--- src/rtl/i2c_pkg.sv ---
// Shared I2C responder types and constants; also imported by the bench-side I2C agent.
package i2c_pkg;

   localparam int I2C_ADDR_W = 7;
   localparam int I2C_DATA_W = 8;

   // R/W bit carried in bit 0 of the address byte
   localparam logic I2C_RW_WRITE = 1'b0;
   localparam logic I2C_RW_READ  = 1'b1;

   // Cycles the read path waits for rd_valid before sending 8'hFF
   localparam int RD_TIMEOUT = 4;

   typedef enum logic [3:0] {
      IDLE,
      ADDR,
      ADDR_ACK,
      WR_BYTE,
      WR_ACK,
      RD_LOAD,
      RD_BYTE,
      RD_ACK,
      IGNORE
   } i2c_resp_state_t;

endpackage

--- src/rtl/i2c_bus_sync.sv ---
// SCL/SDA synchronizers plus SCL edge and START/STOP condition detection.
module i2c_bus_sync #(
   parameter int SYNC_STAGES = 2
) (
   input  logic clk,
   input  logic rst_n,
   input  logic scl_i,
   input  logic sda_i,
   output logic scl_s,
   output logic sda_s,
   output logic scl_rise,
   output logic scl_fall,
   output logic start,
   output logic stop
);

   logic [SYNC_STAGES-1:0] scl_sync_q;
   logic [SYNC_STAGES-1:0] sda_sync_q;
   logic                   scl_hist_q;
   logic                   sda_hist_q;

   // Reset to the idle-bus level so leaving reset never fakes an edge
   always_ff @(posedge clk or negedge rst_n) begin
      if (!rst_n) begin
         scl_sync_q <= '1;
         sda_sync_q <= '1;
         scl_hist_q <= 1'b1;
         sda_hist_q <= 1'b1;
      end else begin
         scl_sync_q <= {scl_sync_q[SYNC_STAGES-2:0], scl_i};
         sda_sync_q <= {sda_sync_q[SYNC_STAGES-2:0], sda_i};
         scl_hist_q <= scl_s;
         sda_hist_q <= sda_s;
      end
   end

   assign scl_s    = scl_sync_q[SYNC_STAGES-1];
   assign sda_s    = sda_sync_q[SYNC_STAGES-1];
   assign scl_rise = scl_s & ~scl_hist_q;
   assign scl_fall = ~scl_s & scl_hist_q;
   assign start    = scl_s & scl_hist_q & sda_hist_q & ~sda_s;
   assign stop     = scl_s & scl_hist_q & ~sda_hist_q & sda_s;

endmodule

--- src/rtl/i2c_slave_responder.sv ---
// I2C target: matches SLAVE_ADDR, streams write bytes out on a strobe and
// serves read bytes from a local request/valid source.
module i2c_slave_responder
   import i2c_pkg::*;
#(
   parameter logic [I2C_ADDR_W-1:0] SLAVE_ADDR  = 7'h22,
   parameter int                    SYNC_STAGES = 2
) (
   input  logic                  clk,
   input  logic                  rst_n,
   input  logic                  scl_i,
   input  logic                  sda_i,
   output logic                  sda_oe,
   output logic [I2C_DATA_W-1:0] wr_data,
   output logic                  wr_valid,
   input  logic                  wr_ready,
   output logic                  rd_req,
   input  logic [I2C_DATA_W-1:0] rd_data,
   input  logic                  rd_valid,
   output logic                  busy,
   output logic                  start_det,
   output logic                  stop_det
);

   logic scl_s, sda_s, scl_rise, scl_fall, start, stop;

   i2c_bus_sync #(.SYNC_STAGES(SYNC_STAGES)) u_sync (
      .clk      (clk),
      .rst_n    (rst_n),
      .scl_i    (scl_i),
      .sda_i    (sda_i),
      .scl_s    (scl_s),
      .sda_s    (sda_s),
      .scl_rise (scl_rise),
      .scl_fall (scl_fall),
      .start    (start),
      .stop     (stop)
   );

   i2c_resp_state_t       state_q, state_d;
   logic [2:0]            cnt_q, cnt_d;
   logic                  full_q, full_d;
   logic [I2C_DATA_W-1:0] sr_q, sr_d;
   logic [I2C_DATA_W-1:0] tx_q, tx_d;
   logic                  rw_q, rw_d;
   logic                  have_q, have_d;
   logic [2:0]            wait_q, wait_d;
   logic                  sda_oe_q, sda_oe_d;
   logic                  busy_q, busy_d;
   logic [I2C_DATA_W-1:0] wr_data_q, wr_data_d;
   logic                  wr_valid_q, wr_valid_d;
   logic                  rd_req_q, rd_req_d;
   logic                  start_det_q, start_det_d;
   logic                  stop_det_q, stop_det_d;

   always_ff @(posedge clk or negedge rst_n) begin
      if (!rst_n) begin
         state_q     <= IDLE;
         cnt_q       <= '0;
         full_q      <= 1'b0;
         sr_q        <= '0;
         tx_q        <= '0;
         rw_q        <= 1'b0;
         have_q      <= 1'b0;
         wait_q      <= '0;
         sda_oe_q    <= 1'b0;
         busy_q      <= 1'b0;
         wr_data_q   <= '0;
         wr_valid_q  <= 1'b0;
         rd_req_q    <= 1'b0;
         start_det_q <= 1'b0;
         stop_det_q  <= 1'b0;
      end else begin
         state_q     <= state_d;
         cnt_q       <= cnt_d;
         full_q      <= full_d;
         sr_q        <= sr_d;
         tx_q        <= tx_d;
         rw_q        <= rw_d;
         have_q      <= have_d;
         wait_q      <= wait_d;
         sda_oe_q    <= sda_oe_d;
         busy_q      <= busy_d;
         wr_data_q   <= wr_data_d;
         wr_valid_q  <= wr_valid_d;
         rd_req_q    <= rd_req_d;
         start_det_q <= start_det_d;
         stop_det_q  <= stop_det_d;
      end
   end

   always_comb begin
      state_d     = state_q;
      cnt_d       = cnt_q;
      full_d      = full_q;
      sr_d        = sr_q;
      tx_d        = tx_q;
      rw_d        = rw_q;
      have_d      = have_q;
      wait_d      = wait_q;
      sda_oe_d    = sda_oe_q;
      busy_d      = busy_q;
      wr_data_d   = wr_data_q;
      wr_valid_d  = 1'b0;
      rd_req_d    = 1'b0;
      start_det_d = 1'b0;
      stop_det_d  = 1'b0;

      if (start) begin
         state_d     = ADDR;
         cnt_d       = '0;
         full_d      = 1'b0;
         sda_oe_d    = 1'b0;
         start_det_d = 1'b1;
      end else if (stop) begin
         state_d    = IDLE;
         sda_oe_d   = 1'b0;
         busy_d     = 1'b0;
         stop_det_d = 1'b1;
      end else begin
         // full_q marks that the 8th bit is in; the byte is acted on at the next SCL fall
         if (scl_rise && (state_q == ADDR || state_q == WR_BYTE)) begin
            sr_d  = {sr_q[I2C_DATA_W-2:0], sda_s};
            cnt_d = cnt_q + 3'd1;
            if (cnt_q == 3'd7) full_d = 1'b1;
         end

         case (state_q)
            ADDR: begin
               if (scl_fall && full_q) begin
                  full_d = 1'b0;
                  rw_d   = sr_q[0];
                  if (sr_q[I2C_DATA_W-1:1] == SLAVE_ADDR) begin
                     state_d  = ADDR_ACK;
                     sda_oe_d = 1'b1;
                     busy_d   = 1'b1;
                  end else begin
                     state_d = IGNORE;
                     busy_d  = 1'b0;
                  end
               end
            end
            ADDR_ACK: begin
               if (scl_fall) begin
                  sda_oe_d = 1'b0;
                  if (rw_q == I2C_RW_READ) begin
                     state_d  = RD_LOAD;
                     rd_req_d = 1'b1;
                     have_d   = 1'b0;
                     wait_d   = '0;
                  end else begin
                     state_d = WR_BYTE;
                     cnt_d   = '0;
                     full_d  = 1'b0;
                  end
               end
            end
            WR_BYTE: begin
               if (scl_fall && full_q) begin
                  full_d     = 1'b0;
                  wr_data_d  = sr_q;
                  wr_valid_d = wr_ready;
                  sda_oe_d   = wr_ready;
                  state_d    = WR_ACK;
               end
            end
            WR_ACK: begin
               if (scl_fall) begin
                  sda_oe_d = 1'b0;
                  state_d  = WR_BYTE;
                  cnt_d    = '0;
               end
            end
            RD_LOAD: begin
               // Entered from an ACK rise the byte waits for SCL low before bit 7 goes out
               if (!have_q) begin
                  if (rd_valid) begin
                     tx_d   = rd_data;
                     have_d = 1'b1;
                  end else if (wait_q == 3'(RD_TIMEOUT)) begin
                     tx_d   = '1;
                     have_d = 1'b1;
                  end else begin
                     wait_d = wait_q + 3'd1;
                  end
               end else if (!scl_s) begin
                  sda_oe_d = ~tx_q[I2C_DATA_W-1];
                  state_d  = RD_BYTE;
                  cnt_d    = '0;
                  have_d   = 1'b0;
               end
            end
            RD_BYTE: begin
               if (scl_fall) begin
                  if (cnt_q == 3'd7) begin
                     sda_oe_d = 1'b0;
                     state_d  = RD_ACK;
                     cnt_d    = '0;
                  end else begin
                     cnt_d    = cnt_q + 3'd1;
                     tx_d     = {tx_q[I2C_DATA_W-2:0], 1'b1};
                     sda_oe_d = ~tx_q[I2C_DATA_W-2];
                  end
               end
            end
            RD_ACK: begin
               if (scl_rise) begin
                  if (!sda_s) begin
                     state_d  = RD_LOAD;
                     rd_req_d = 1'b1;
                     have_d   = 1'b0;
                     wait_d   = '0;
                  end else begin
                     state_d = IGNORE;
                  end
               end
            end
            default: ;
         endcase
      end
   end

   assign sda_oe    = sda_oe_q;
   assign wr_data   = wr_data_q;
   assign wr_valid  = wr_valid_q;
   assign rd_req    = rd_req_q;
   assign busy      = busy_q;
   assign start_det = start_det_q;
   assign stop_det  = stop_det_q;

endmodule

--- config.mk ---
export PLATFORM = sky130hd
export DESIGN_NAME = i2c_slave_responder
export DESIGN_NICKNAME = d
export VERILOG_FILES = /design/src/rtl/i2c_pkg.sv /design/src/rtl/i2c_bus_sync.sv /design/src/rtl/i2c_slave_responder.sv
export SDC_FILE = /design/constraint.sdc
export NUM_CORES = 1
export LEC_CHECK = 0
export CORE_MARGIN = 2
export CORE_UTILIZATION = 51
export CTS_CLUSTER_SIZE = 10
export DETAILED_ROUTE_END_ITERATION = 10
export PLACE_DENSITY = 0.76
export SETUP_SLACK_MARGIN = 0.05
export SLEW_MARGIN = 20
export SYNTH_ARGS = -nofsm -noshare
export SYNTH_HDL_FRONTEND = slang
export SYNTH_SLANG_ARGS = --single-unit
--- constraint.sdc ---
create_clock -name clk -period 1.99 [get_ports clk]
set_clock_uncertainty 0.15 [all_clocks]
set_input_delay 0.398 -clock clk [delete_from_list [all_inputs] [get_ports clk]]
set_output_delay 0.398 -clock clk [all_outputs]
set_load 0.02 [all_outputs]
==> metrics <==
area leader, netlist=dfrtp_1; Vias/cell=5.69; Synth Area per Inst=slightly above 10 um^2; core area=5140 um^2; dpl hpwl=4.82 mm; Mapped Nets=slightly below 300; RSZ-0062 raised after global routing=true; grt ovf=0; drt wl/cell=approximately 17 um; sequential area share after synthesis=0.451; FF+latch count, synth=49; critical path data required time=2.05 ns; I/O Buffers=27; Ports=28; final net count=380; Max Cap Viol=0; initial cell density of the core=0.532; asr flop ratio synth=1.00; Max-slew headroom=0.604; DRT antenna net count=0; largest net degree at the start of global routing=28; CP max stage delay=~0.4 ns; Row Count=26; Initial DRT Pass Iterations=4; Max Buffers Root-to-Sink=2; status=complete, no violations; total CTS buffers=5; cell family with most CP delay=buffers and inverters; Worst Path Class, Setup=register to register; first-pass GRT wire length=about 11 mm; Synth top cells by count=dfrtp_1 (43), nand2_1 (39), mux2_2 (17); Pleak=1.77 nW; Setup-failing EPs final=0; 1st-iter DRT viols=132; fin crit share=0.971; Netlist cell types=63; YS warnings=0; Clk Latency, worst-skew pair=0.31 ns; Total GRT Usage=0.240; Slew Viols, Final=0; vias in the first global route=2436; Setup crit end kind=register; Synth top area share=0.394; share of layout cells above drive strength 1=0.402; DIE HEIGHT=77.2 um; Inserted Diodes=0; flop2flop setup slack=around 0.058 ns; cell mode on critical path=buf_4; crit-path cells=ha_2, ha_4, o32ai_2, buf_4, nor4_4, buf_4, buf_4, a22o_1; Final Wtd Congestion=~0.9; initial antenna violation count=0; CP arrival=1.99 ns; CTS sink cnt=between 40 and 50; slowest cell on the critical path=dfrtp_1; routed wire length=7.50 mm; min Tclk post-route=~1.9 ns; crit start category=register; crit-path max FO=3; mapped cell area=2730 um^2; DR vias=about 2500; die area=5960 um^2; clock-pin slew on the worst setup and hold paths=0.10 ns; TNS Setup=0 ns; Clock Tree Root=clkbuf_8; Area growth syn-to-layout=42.6%; Area contributors post-synth=dfrtp_1 (39%), mux2_2 (7.0%), dfstp_2 (5.8%); Mapped Cells=272; Max Clk Rate=518 MHz; Die W=77.2 um; final hold violations=0; most common cell in the netlist=dfrtp_1; DRC=0; most used flip-flop cell after synthesis=dfrtp_1; pwr/cell area=about 950 nW/um^2; worst min path class=register to register; H-tree depth=2; Worst Tran Pin Value=roughly 0.59 ns; Pwr Total=3.71 mW; Buf/Inv on CP=3; Worst VDD drop=631 uV; Post-synth EDFFs=0; CTS tree=built
-- cell families (layout without fill, tap and decap cells) --
logic type      after synthesis  after routing  synth area share
buf+inv                      26            117            0.0531
compound gates               63             63             0.159
simple gates                106            106             0.223
fa+ha+maj                     4              4            0.0183
flops                        49             49             0.451
xor+xnor                      3              3           0.00961
mux                          21             21            0.0851
-- worst reg2reg max path, cell delays in order (launching register included) --
cell and delay, ns:
dfrtp_1 0.39, ha_2 0.21, ha_4 0.18, o32ai_2 0.26
buf_4 0.16, nor4_4 0.04, buf_4 0.15, buf_4 0.12
a22o_1 0.16
-- cell usage in the layout (no fill, tap or decap), types with 3 or more instances in the layout --
master	netlist	final
buf_4	1	59
dfrtp_1	43	40
nand2_1	39	39
clkdlybuf4s50_1	0	26
o21ai_0	15	14
nor2_1	15	13
mux2_2	17	11
a21oi_1	12	10
inv_1	10	9
buf_6	5	9
nor2b_1	9	8
nand3_1	8	6
mux2_4	0	6
dfstp_2	6	6
clkbuf_8	0	5
a32o_1	4	4
nor2b_4	0	3
nand2b_4	2	3
mux2i_1	3	3
a211oi_1	3	3
nor3_1	3	3
inv_6	0	3
buf_12	0	3
dfrtp_2	0	3
-- sequential cells by signal, summed over array words and instances, names as in the netlist --
name / flops
stop_det: 1
state_q: 4
sda_oe: 1
wr_data: 8
sr_q: 8
wait_q: 3
rd_req: 1
have_q: 1
u_sync.sda_hist_q: 1
u_sync.sda_sync_q: 2
full_q: 1
start_det: 1
wr_valid: 1
cnt_q: 3
rw_q: 1
busy: 1
tx_q: 8
u_sync.scl_sync_q: 2
u_sync.scl_hist_q: 1
-- routing by layer --
metal,global-route usage,wire length (um),up-vias
met2,0.423,3860,84
met3,0.0471,380,22
met4,0.0786,240,0
met1,0.295,3020,1209
met5,0,0,-
li1,-,-,1149
-- where the power goes --
group	switching [mW]	total [mW]	internal (mW)
combinational	0.846	1.78	0.933
sequential	0.146	1.30	1.15
clock	0.378	0.640	0.262
-- per-stage QoR --
step	hold WS (ns)	utilization	setup slack [ns]	cells	instance area (um^2)
after floorplan	-0.0476	-	0.0327	272	2780
final	0.212	0.758	0.0580	433	3900
after detailed placement	0.201	0.663	-0.233	400	3410
after global routing	0.216	0.758	-0.0247	433	3900
after global placement	0.199	0.663	-0.179	400	3410
after CTS	0.215	0.706	0.0490	417	3630
-- layout make-up --
class	instances	area, um^2
Multi-Input combinational cell	197	1560
Fill cell	351	1240
Sequential cell	49	1240
Timing Repair Buffer	99	880
Tap cell	70	87.6
Clock buffer	5	68.8
Inverter	10	37.5
Clock inverter	3	26.3
-- timing repair --
item | CTS | global route
hold buffers | 1 | 0
endpoints found under the setup margin | 17 | 18
setup buffers | 8 | 16
pin swaps | 6 | 10
gates resized for setup | 10 | 34
endpoints found under the hold margin | 19 | 0
gates cloned | 0 | 0
-- path summary, 6_finish.rpt --
kind,from,end,cells after the start
setup / recovery,cnt_q[1]$_DFFE_PN0N_,state_q[3]$_DFFE_PN0P_,8
hold / removal,u_sync.scl_sync_q[0]$_DFF_PN1_,u_sync.scl_sync_q[1]$_DFF_PN1_,0
setup reg to reg,cnt_q[1]$_DFFE_PN0N_,state_q[3]$_DFFE_PN0P_,8
hold reg to reg,u_sync.scl_sync_q[0]$_DFF_PN1_,u_sync.scl_sync_q[1]$_DFF_PN1_,0
max in group asynchronous,rst_n,state_q[2]$_DFFE_PN0P_,3
min in group asynchronous,rst_n,wait_q[0]$_DFFE_PN0P_,2
No activity file was read; power rests on OpenSTA's default activity.
